## src/rtl/oclib_async_req_ack_mux_to_ready_valid_pkg.sv

```systemverilog
// Shared definitions for the 4-phase req/ack block family: the handshake
// FSM state type and a helper for sizing channel-index fields.
package oclib_pkg;

  // Receiver side of a 4-phase handshake: waiting for a request, or holding ack.
  typedef enum logic {
    IDLE = 1'b0,
    ACK  = 1'b1
  } req_ack_state_e;

  // Width of a channel index; a single channel still gets a 1-bit field.
  function automatic int chan_bits(input int n);
    return (n > 1) ? $clog2(n) : 1;
  endfunction

endpackage

```

## src/rtl/oclib_async_req_ack_mux_to_ready_valid_if.sv

```systemverilog
// Bundle of the async req/ack inputs and the merged ready/valid output.
//
// Output handshake: a beat transfers on a clock edge where outValid && outReady.
// Once outValid is high, outData/outChannel hold and outValid stays high until
// that transfer; outReady may change freely and never depends on outValid.
// Input side: per channel, 4-phase req/ack; data is stable while inReq[c] is high.
interface oclib_async_req_ack_mux_to_ready_valid_if #(
  parameter int Width    = 8,
  parameter int Channels = 4
);
  localparam int ChanBits = oclib_pkg::chan_bits(Channels);

  logic [Channels*Width-1:0] inData;
  logic [Channels-1:0]       inReq;
  logic [Channels-1:0]       inAck;
  logic [Width-1:0]          outData;
  logic [ChanBits-1:0]       outChannel;
  logic                      outValid;
  logic                      outReady;
  logic [31:0]               statTransfers;

  // The block itself: receives requests, produces the merged stream.
  modport master (
    input  inData, inReq, outReady,
    output inAck, outData, outChannel, outValid, statTransfers
  );

  // The environment: async senders plus the downstream consumer.
  modport slave (
    output inData, inReq, outReady,
    input  inAck, outData, outChannel, outValid, statTransfers
  );
endinterface

```

## src/rtl/oclib_async_req_ack_mux_to_ready_valid_chan.sv

```systemverilog
// One receive channel: synchronizer on {req,data}, 4-phase handshake FSM and
// a Depth-entry FIFO. A beat is captured only from IDLE when the FIFO had room
// at the start of the cycle; a pop in the same cycle does not create room.
module oclib_async_req_ack_chan
  import oclib_pkg::*;
#(
  parameter int Width      = 8,
  parameter int Depth      = 4,
  parameter int SyncCycles = 3
) (
  input  logic           clock,
  input  logic           reset,
  input  logic           req_i,
  input  logic [Width-1:0] data_i,
  output req_ack_state_e state_o,
  input  logic           pop_i,
  output logic [Width-1:0] data_o,
  output logic           empty_o
);
  localparam int AddrBits = $clog2(Depth);

  logic [Width:0]      sync_q [SyncCycles];
  logic                req_sync;
  logic [Width-1:0]    data_sync;
  req_ack_state_e      state_q, state_d;
  logic                wr_en;
  logic                full;
  logic [AddrBits:0]   wr_q, rd_q;
  logic [Width-1:0]    mem_q [Depth];

  assign {req_sync, data_sync} = sync_q[SyncCycles-1];
  assign state_o = state_q;

  // Shift {req,data} through SyncCycles flops; data is stable while req is high.
  always_ff @(posedge clock or negedge reset) begin
    if (!reset) begin
      for (int i = 0; i < SyncCycles; i++) sync_q[i] <= '0;
    end else begin
      sync_q[0] <= {req_i, data_i};
      for (int i = 1; i < SyncCycles; i++) sync_q[i] <= sync_q[i-1];
    end
  end

  // Handshake state register.
  always_ff @(posedge clock or negedge reset) begin
    if (!reset) state_q <= IDLE;
    else        state_q <= state_d;
  end

  // Capture from IDLE when room exists; release ack once the request drops.
  always_comb begin
    state_d = state_q;
    wr_en   = 1'b0;
    case (state_q)
      IDLE: if (req_sync && !full) begin
        wr_en   = 1'b1;
        state_d = ACK;
      end
      ACK: if (!req_sync) state_d = IDLE;
    endcase
  end

  // Pointers carry a wrap bit: equal means empty, MSB-only difference means full.
  assign empty_o = (wr_q == rd_q);
  assign full    = (wr_q[AddrBits] != rd_q[AddrBits]) &&
                   (wr_q[AddrBits-1:0] == rd_q[AddrBits-1:0]);
  assign data_o  = mem_q[rd_q[AddrBits-1:0]];

  // Advance write/read pointers; both may move in the same cycle.
  always_ff @(posedge clock or negedge reset) begin
    if (!reset) begin
      wr_q <= '0;
      rd_q <= '0;
    end else begin
      if (wr_en)            wr_q <= wr_q + {{AddrBits{1'b0}}, 1'b1};
      if (pop_i && !empty_o) rd_q <= rd_q + {{AddrBits{1'b0}}, 1'b1};
    end
  end

  // Storage needs no reset: nothing is read until a pointer marks it valid.
  always_ff @(posedge clock) begin
    if (wr_en) mem_q[wr_q[AddrBits-1:0]] <= data_sync;
  end

endmodule

```

## src/rtl/oclib_async_req_ack_mux_to_ready_valid.sv

```systemverilog
// Merges Channels async 4-phase req/ack sources onto one registered
// ready/valid stream tagged with the source channel, round-robin arbitrated.
// Optional transfer counter: define OC_ASYNC_REQ_ACK_MUX_STATS_EN.
module oclib_async_req_ack_mux_to_ready_valid
  import oclib_pkg::*;
#(
  parameter int Width      = 8,
  parameter int Channels   = 4,
  parameter int Depth      = 4,
  parameter int SyncCycles = 3
) (
  input logic clock,
  input logic reset,
  oclib_async_req_ack_mux_to_ready_valid_if.master bus
);
  localparam int ChanBits = chan_bits(Channels);

  logic [Channels-1:0] chan_empty;
  logic [Channels-1:0] chan_pop;
  logic [Channels-1:0] chan_ack;
  logic [Width-1:0]    chan_data  [Channels];
  req_ack_state_e      chan_state [Channels];
  logic [ChanBits-1:0] scan_idx   [Channels];

  logic [ChanBits-1:0] rr_q;
  logic [ChanBits-1:0] grant_idx;
  logic [ChanBits-1:0] next_rr;
  logic                grant_vld;
  logic                out_load;
  logic                out_valid_q;
  logic [Width-1:0]    out_data_q;
  logic [ChanBits-1:0] out_chan_q;

  for (genvar c = 0; c < Channels; c++) begin : g_chan
    oclib_async_req_ack_chan #(
      .Width      (Width),
      .Depth      (Depth),
      .SyncCycles (SyncCycles)
    ) u_chan (
      .clock   (clock),
      .reset   (reset),
      .req_i   (bus.inReq[c]),
      .data_i  (bus.inData[c*Width +: Width]),
      .state_o (chan_state[c]),
      .pop_i   (chan_pop[c]),
      .data_o  (chan_data[c]),
      .empty_o (chan_empty[c])
    );
    assign chan_ack[c] = (chan_state[c] == ACK);
    // Candidate order for this cycle: rr_q, rr_q+1, ... wrapping at Channels.
    assign scan_idx[c] = ChanBits'((32'(rr_q) + 32'(c)) % 32'(Channels));
  end

  assign bus.inAck = chan_ack;

  // First non-empty channel in scan order wins (reverse loop keeps the earliest).
  always_comb begin
    grant_vld = 1'b0;
    grant_idx = '0;
    for (int i = Channels - 1; i >= 0; i--) begin
      if (!chan_empty[scan_idx[i]]) begin
        grant_vld = 1'b1;
        grant_idx = scan_idx[i];
      end
    end
  end

  assign out_load = !out_valid_q || bus.outReady;
  assign next_rr  = ChanBits'((32'(grant_idx) + 32'd1) % 32'(Channels));

  // Pop the granted FIFO only when the output register is taking its head.
  always_comb begin
    chan_pop = '0;
    if (out_load && grant_vld) chan_pop[grant_idx] = 1'b1;
  end

  // Output register: refill from the grant, or go idle when nothing is queued.
  always_ff @(posedge clock or negedge reset) begin
    if (!reset) begin
      out_valid_q <= 1'b0;
      out_data_q  <= '0;
      out_chan_q  <= '0;
      rr_q        <= '0;
    end else if (out_load) begin
      out_valid_q <= grant_vld;
      if (grant_vld) begin
        out_data_q <= chan_data[grant_idx];
        out_chan_q <= grant_idx;
        rr_q       <= next_rr;
      end
    end
  end

  assign bus.outValid   = out_valid_q;
  assign bus.outData    = out_data_q;
  assign bus.outChannel = out_chan_q;

`ifdef OC_ASYNC_REQ_ACK_MUX_STATS_EN
  logic [31:0] stat_q;

  // Count accepted output beats; wraps naturally at 2^32.
  always_ff @(posedge clock or negedge reset) begin
    if (!reset)                          stat_q <= '0;
    else if (out_valid_q && bus.outReady) stat_q <= stat_q + 32'd1;
  end

  assign bus.statTransfers = stat_q;
`else
  assign bus.statTransfers = 32'd0;
`endif

endmodule

```

## src/flat_wrapper.sv

```systemverilog
// flat-port wrapper written by rule: the top's interface ports become plain ports
module oclib_async_req_ack_mux_to_ready_valid_flat import oclib_pkg::*;
#(
  parameter int Width      = 8,
  parameter int Channels   = 4,
  parameter int Depth      = 4,
  parameter int SyncCycles = 3
)
  (clock, reset, bus_inData, bus_inReq, bus_outReady, bus_inAck, bus_outData, bus_outChannel, bus_outValid, bus_statTransfers);
  oclib_async_req_ack_mux_to_ready_valid_if #(.Width(Width), .Channels(Channels)) bus_i ();
  input logic clock;
  input logic reset;
  input wire logic [$bits(bus_i.inData)-1:0] bus_inData;
  input wire logic [$bits(bus_i.inReq)-1:0] bus_inReq;
  input wire logic [$bits(bus_i.outReady)-1:0] bus_outReady;
  output wire logic [$bits(bus_i.inAck)-1:0] bus_inAck;
  output wire logic [$bits(bus_i.outData)-1:0] bus_outData;
  output wire logic [$bits(bus_i.outChannel)-1:0] bus_outChannel;
  output wire logic [$bits(bus_i.outValid)-1:0] bus_outValid;
  output wire logic [$bits(bus_i.statTransfers)-1:0] bus_statTransfers;
  assign bus_i.inData = bus_inData;
  assign bus_i.inReq = bus_inReq;
  assign bus_i.outReady = bus_outReady;
  assign bus_inAck = bus_i.inAck;
  assign bus_outData = bus_i.outData;
  assign bus_outChannel = bus_i.outChannel;
  assign bus_outValid = bus_i.outValid;
  assign bus_statTransfers = bus_i.statTransfers;
  oclib_async_req_ack_mux_to_ready_valid #(.Width(Width), .Channels(Channels), .Depth(Depth), .SyncCycles(SyncCycles)) u_core (.clock(clock), .reset(reset), .bus(bus_i));
endmodule
```

## config.mk

```make
export PLATFORM = sky130hd
export DESIGN_NAME = oclib_async_req_ack_mux_to_ready_valid_flat
export DESIGN_NICKNAME = d
export VERILOG_FILES = /design/src/rtl/oclib_async_req_ack_mux_to_ready_valid_pkg.sv /design/src/rtl/oclib_async_req_ack_mux_to_ready_valid_if.sv /design/src/rtl/oclib_async_req_ack_mux_to_ready_valid_chan.sv /design/src/rtl/oclib_async_req_ack_mux_to_ready_valid.sv /design/src/flat_wrapper.sv
export SDC_FILE = /design/constraint.sdc
export NUM_CORES = 1
export LEC_CHECK = 0
export CORE_UTILIZATION = 30
export DETAILED_ROUTE_END_ITERATION = 10
export GPL_TIMING_DRIVEN = 0
export PLACE_DENSITY_LB_ADDON = 0.1
export REMOVE_ABC_BUFFERS = 1
export SLEW_MARGIN = 30
export SYNTH_ARGS = -nofsm -noshare
export SYNTH_HDL_FRONTEND = slang
export SYNTH_HIERARCHICAL = 1
export SYNTH_SLANG_ARGS = --single-unit
```

## constraint.sdc

```tcl
create_clock -name clock -period 4.9 [get_ports clock]
set_input_delay 1.225 -clock clock [delete_from_list [all_inputs] [get_ports clock]]
set_output_delay 1.225 -clock clock [all_outputs]
set_load 0.02 [all_outputs]
```

==> run summary <==
Final Setup Violations: 0
Slowest Stage Delay on Critical Path: 0.65 ns
Startpoint Class: flop
detailed placement HPWL: 12,800 µm
Tot GR Track Use: 11.4%
htree depth: 2
Clock power frac: 30.2%
fillers: 3,225
worst vdd ir: 270 µV
Skew-Pair Late Insertion Delay: 0.50 ns
# hold bufs at CTS: 0
first-pass GRT wire length: 31,100 µm
Initial Util: 30.4%
Worst-Margin Slew: 0.792 ns
top cells by area, synth: edfxtp_1, dfrtp_1, mux4_2
Arr. time, crit path: 4.31 ns
Via density: 4.33
Final Skew: 0.0135 ns
drt pass-1 iters: 4
Tcrit/Tclk final: 80.3%
Avg Inst Size Synth: 18.3 µm²
Buf+Inv Stages, Crit Path: 0
CTS Buf Count: 34
Max Cap Viol: 0
max-slew violations: 0
synthesized flop and latch total: 277
Iter 0 DRT Violations: 230
post-CTS resize count: 0
antenna fix cells: 0
I/O pin cnt: 86
LEAKAGE: 4.74 nW
slew margin rel.: 47.2%
Sink Count: 277
register area: 7570 µm²
Worst path slowest cell: dfrtp_1
unrepaired setup endpoints after global routing: false
Critical Path Most Common Cell: nor2_1
cells along the critical path: xnor2_1 > nand2_1 > nor2_1 > nor2_1 > nor4_4 > nor2_2 > nor3_1 > o31ai_2 > mux2_2
port bufs: 53
clock buffer depth: 3
Core Region: 34,500 µm²
warnings from Yosys: 6
Crit Path Class: flop to flop
largest net degree at the start of global routing: 56
Synth top area share: 36.6%
grt total ovfl: 0
status: finished, final reports clean
synthesized area: 10,500 µm²
drt drc: 0
commonest non-fill, non-tap cells in the layout: dfrtp_1, edfxtp_1, clkdlybuf4s50_1
CTS tree: yes
Post-synth EDFFs: 128
sequential power share: 41.6%
Multi-input gate area: 2650 µm²
Die Height: 189 µm
Max Fclk: 254 MHz
Setup WS post-layout: 0.967 ns
vias in the first global route: 5,445
DRT antenna net count: 0
layout cells sized above 1: 20.9%
Power Density: 626 nW/µm²
antenna violations before repair: 0
fin nets: 709
post-synth top area cell: edfxtp_1
Clock Tree Root: clkbuf_16
final hold violation count: 0
Post-CTS Setup Inserts: 0
switch share: 33.1%
Internal Pwr Total: 5.24 mW
Finished Core Util: 36.4%
Rows: 68
Reg clk slew, reported paths: 0.06 ns
Combinational Power Share: 28.1%
commonest non-fill, non-tap cell in the layout: dfrtp_1
Wirelength per Cell: 17.2 µm
crit end category: flop
Worst EP required: 5.28 ns
crit-path max FO: 12
minimum clock period: 3.93 ns
switching power: 2.60 mW
Die W: 189 µm
Gate Count Post-Synth: 573
area grow syn2layout: 19.4%
sequential share of the synthesized area: 72.2%
worst hold path type: flop to flop
Cell variety after synth: 48
GP Congestion: 0.708
asr flop ratio synth: 53.8%
final WL: 19,400 µm
Top FF cell, synth: dfrtp_1
die area: 35,700 µm²
Top Family by Delay on Critical Path: simple AND/OR/NAND/NOR gates
worst slack at placement: 0.926 ns
via count: 4,901
power by group through the flow:
| stage | sequential, mW | combinational, mW | clock [mW] |
|---|---|---|---|
| after floorplan | 3.22 | 1.54 | 0 |
| after global placement | 3.31 | 2.16 | 0 |
| after detailed placement | 3.33 | 2.24 | 0 |
| after CTS | 3.29 | 2.25 | 2.46 |
| after global routing | 3.33 | 2.44 | 2.55 |
| final | 3.26 | 2.21 | 2.37 |
through the flow:
stage	cells	hold WS (ns)	power [mW]	setup TNS (ns)	cell area, µm²
6_report	1131	0.344	7.84	0	12500
5_1_grt	1131	0.349	8.32	0	12500
4_1_cts	1131	0.347	8.00	0	12500
3_5_place_dp	1069	0.335	5.57	0	11400
3_3_place_gp	1067	0.332	5.47	-565.34	11400
2_1_floorplan	559	0.331	4.76	0	10300
state kept, by name, indices dropped and copies added (netlist names):
signal	cells
u_core/bus.outData	8
u_core/g_chan.u_chan/sync_q	72
u_core/g_chan.u_chan/wr_q	12
u_core/bus.outChannel	2
u_core/g_chan.u_chan/mem_q	128
u_core/bus.outValid	1
u_core/rr_q	2
u_core/g_chan.u_chan/rd_q	12
u_core/g_chan.u_chan/state_o	4
u_core/g_chan.u_chan/req_sync	4
u_core/g_chan.u_chan/data_sync	32
worst reg2reg max path, cell delays in order, from the launching register on:
cell     delay [ns]
dfrtp_1        0.65
xnor2_1        0.65
nand2_1        0.17
nor2_1         0.45
nor2_1         0.16
nor4_4         0.53
nor2_2         0.29
nor3_1         0.44
o31ai_2        0.16
mux2_2         0.30
path summary, 6_finish.rpt:
path	end	depth (start not counted)	from	slack [ns]
max in group asynchronous	u_core/g_chan[1].u_chan/req_sync	2	reset	3.68
worst max register to register	u_core/g_chan[1].u_chan/rd_q[1]	9	u_core/g_chan[0].u_chan/rd_q[0]	0.97
worst min-delay path	u_core/g_chan[1].u_chan/sync_q[17]	0	u_core/g_chan[1].u_chan/sync_q[26]	0.34
worst min register to register	u_core/g_chan[1].u_chan/sync_q[17]	0	u_core/g_chan[1].u_chan/sync_q[26]	0.34
worst max-delay path	u_core/g_chan[1].u_chan/rd_q[1]	9	u_core/g_chan[0].u_chan/rd_q[0]	0.97
min in group asynchronous	u_core/g_chan[2].u_chan/sync_q[25]	1	reset	0.61
area by class of cell:
type | count | share of cell area [%]
Sequential cell | 277 | 60.4
Multi-Input combinational cell | 266 | 21.2
Clock buffer | 43 | 7.30
Timing Repair Buffer | 55 | 4.71
Tap cell | 455 | 4.54
Clock inverter | 19 | 1.34
Inverter | 16 | 0.479
cells in the mapped netlist (all sizes together) (3+ instances only):
library cell / count
o32ai: 8
edfxtp: 128
xor2: 12
ha: 20
nand2: 21
o21ai: 4
a211oi: 8
a21boi: 4
xnor2: 17
mux2i: 8
buf: 42
and2: 13
a31oi: 5
nor3b: 8
nand3b: 4
inv: 16
nor2: 10
a41oi: 4
o21a: 3
a311oi: 4
a211o: 4
o311ai: 4
dfrtp: 149
nor3: 6
o31ai: 8
clkbuf: 3
mux2: 8
o21bai: 8
mux4: 32
per-layer routing:
metal / routed length, µm / global-route usage, %
met1: 8650 / 15.1
met2: 9200 / 18.1
met3: 802 / 2.35
met4: 772 / 5.09
met5: 0 / 0
logic make-up after synthesis:
family | count (synthesis) | synth area share [%]
buffers and inverters | 61 | 3.91
and+or+nand+nor | 70 | 3.85
other | 1 | 0.0358
xor gates and xnor gates | 29 | 3.14
DFF | 277 | 72.2
AOI/OAI and AO/OA | 67 | 5.83
muxes | 48 | 8.64
adders and majority gates | 20 | 2.39
(Power assumes the default switching activity.)
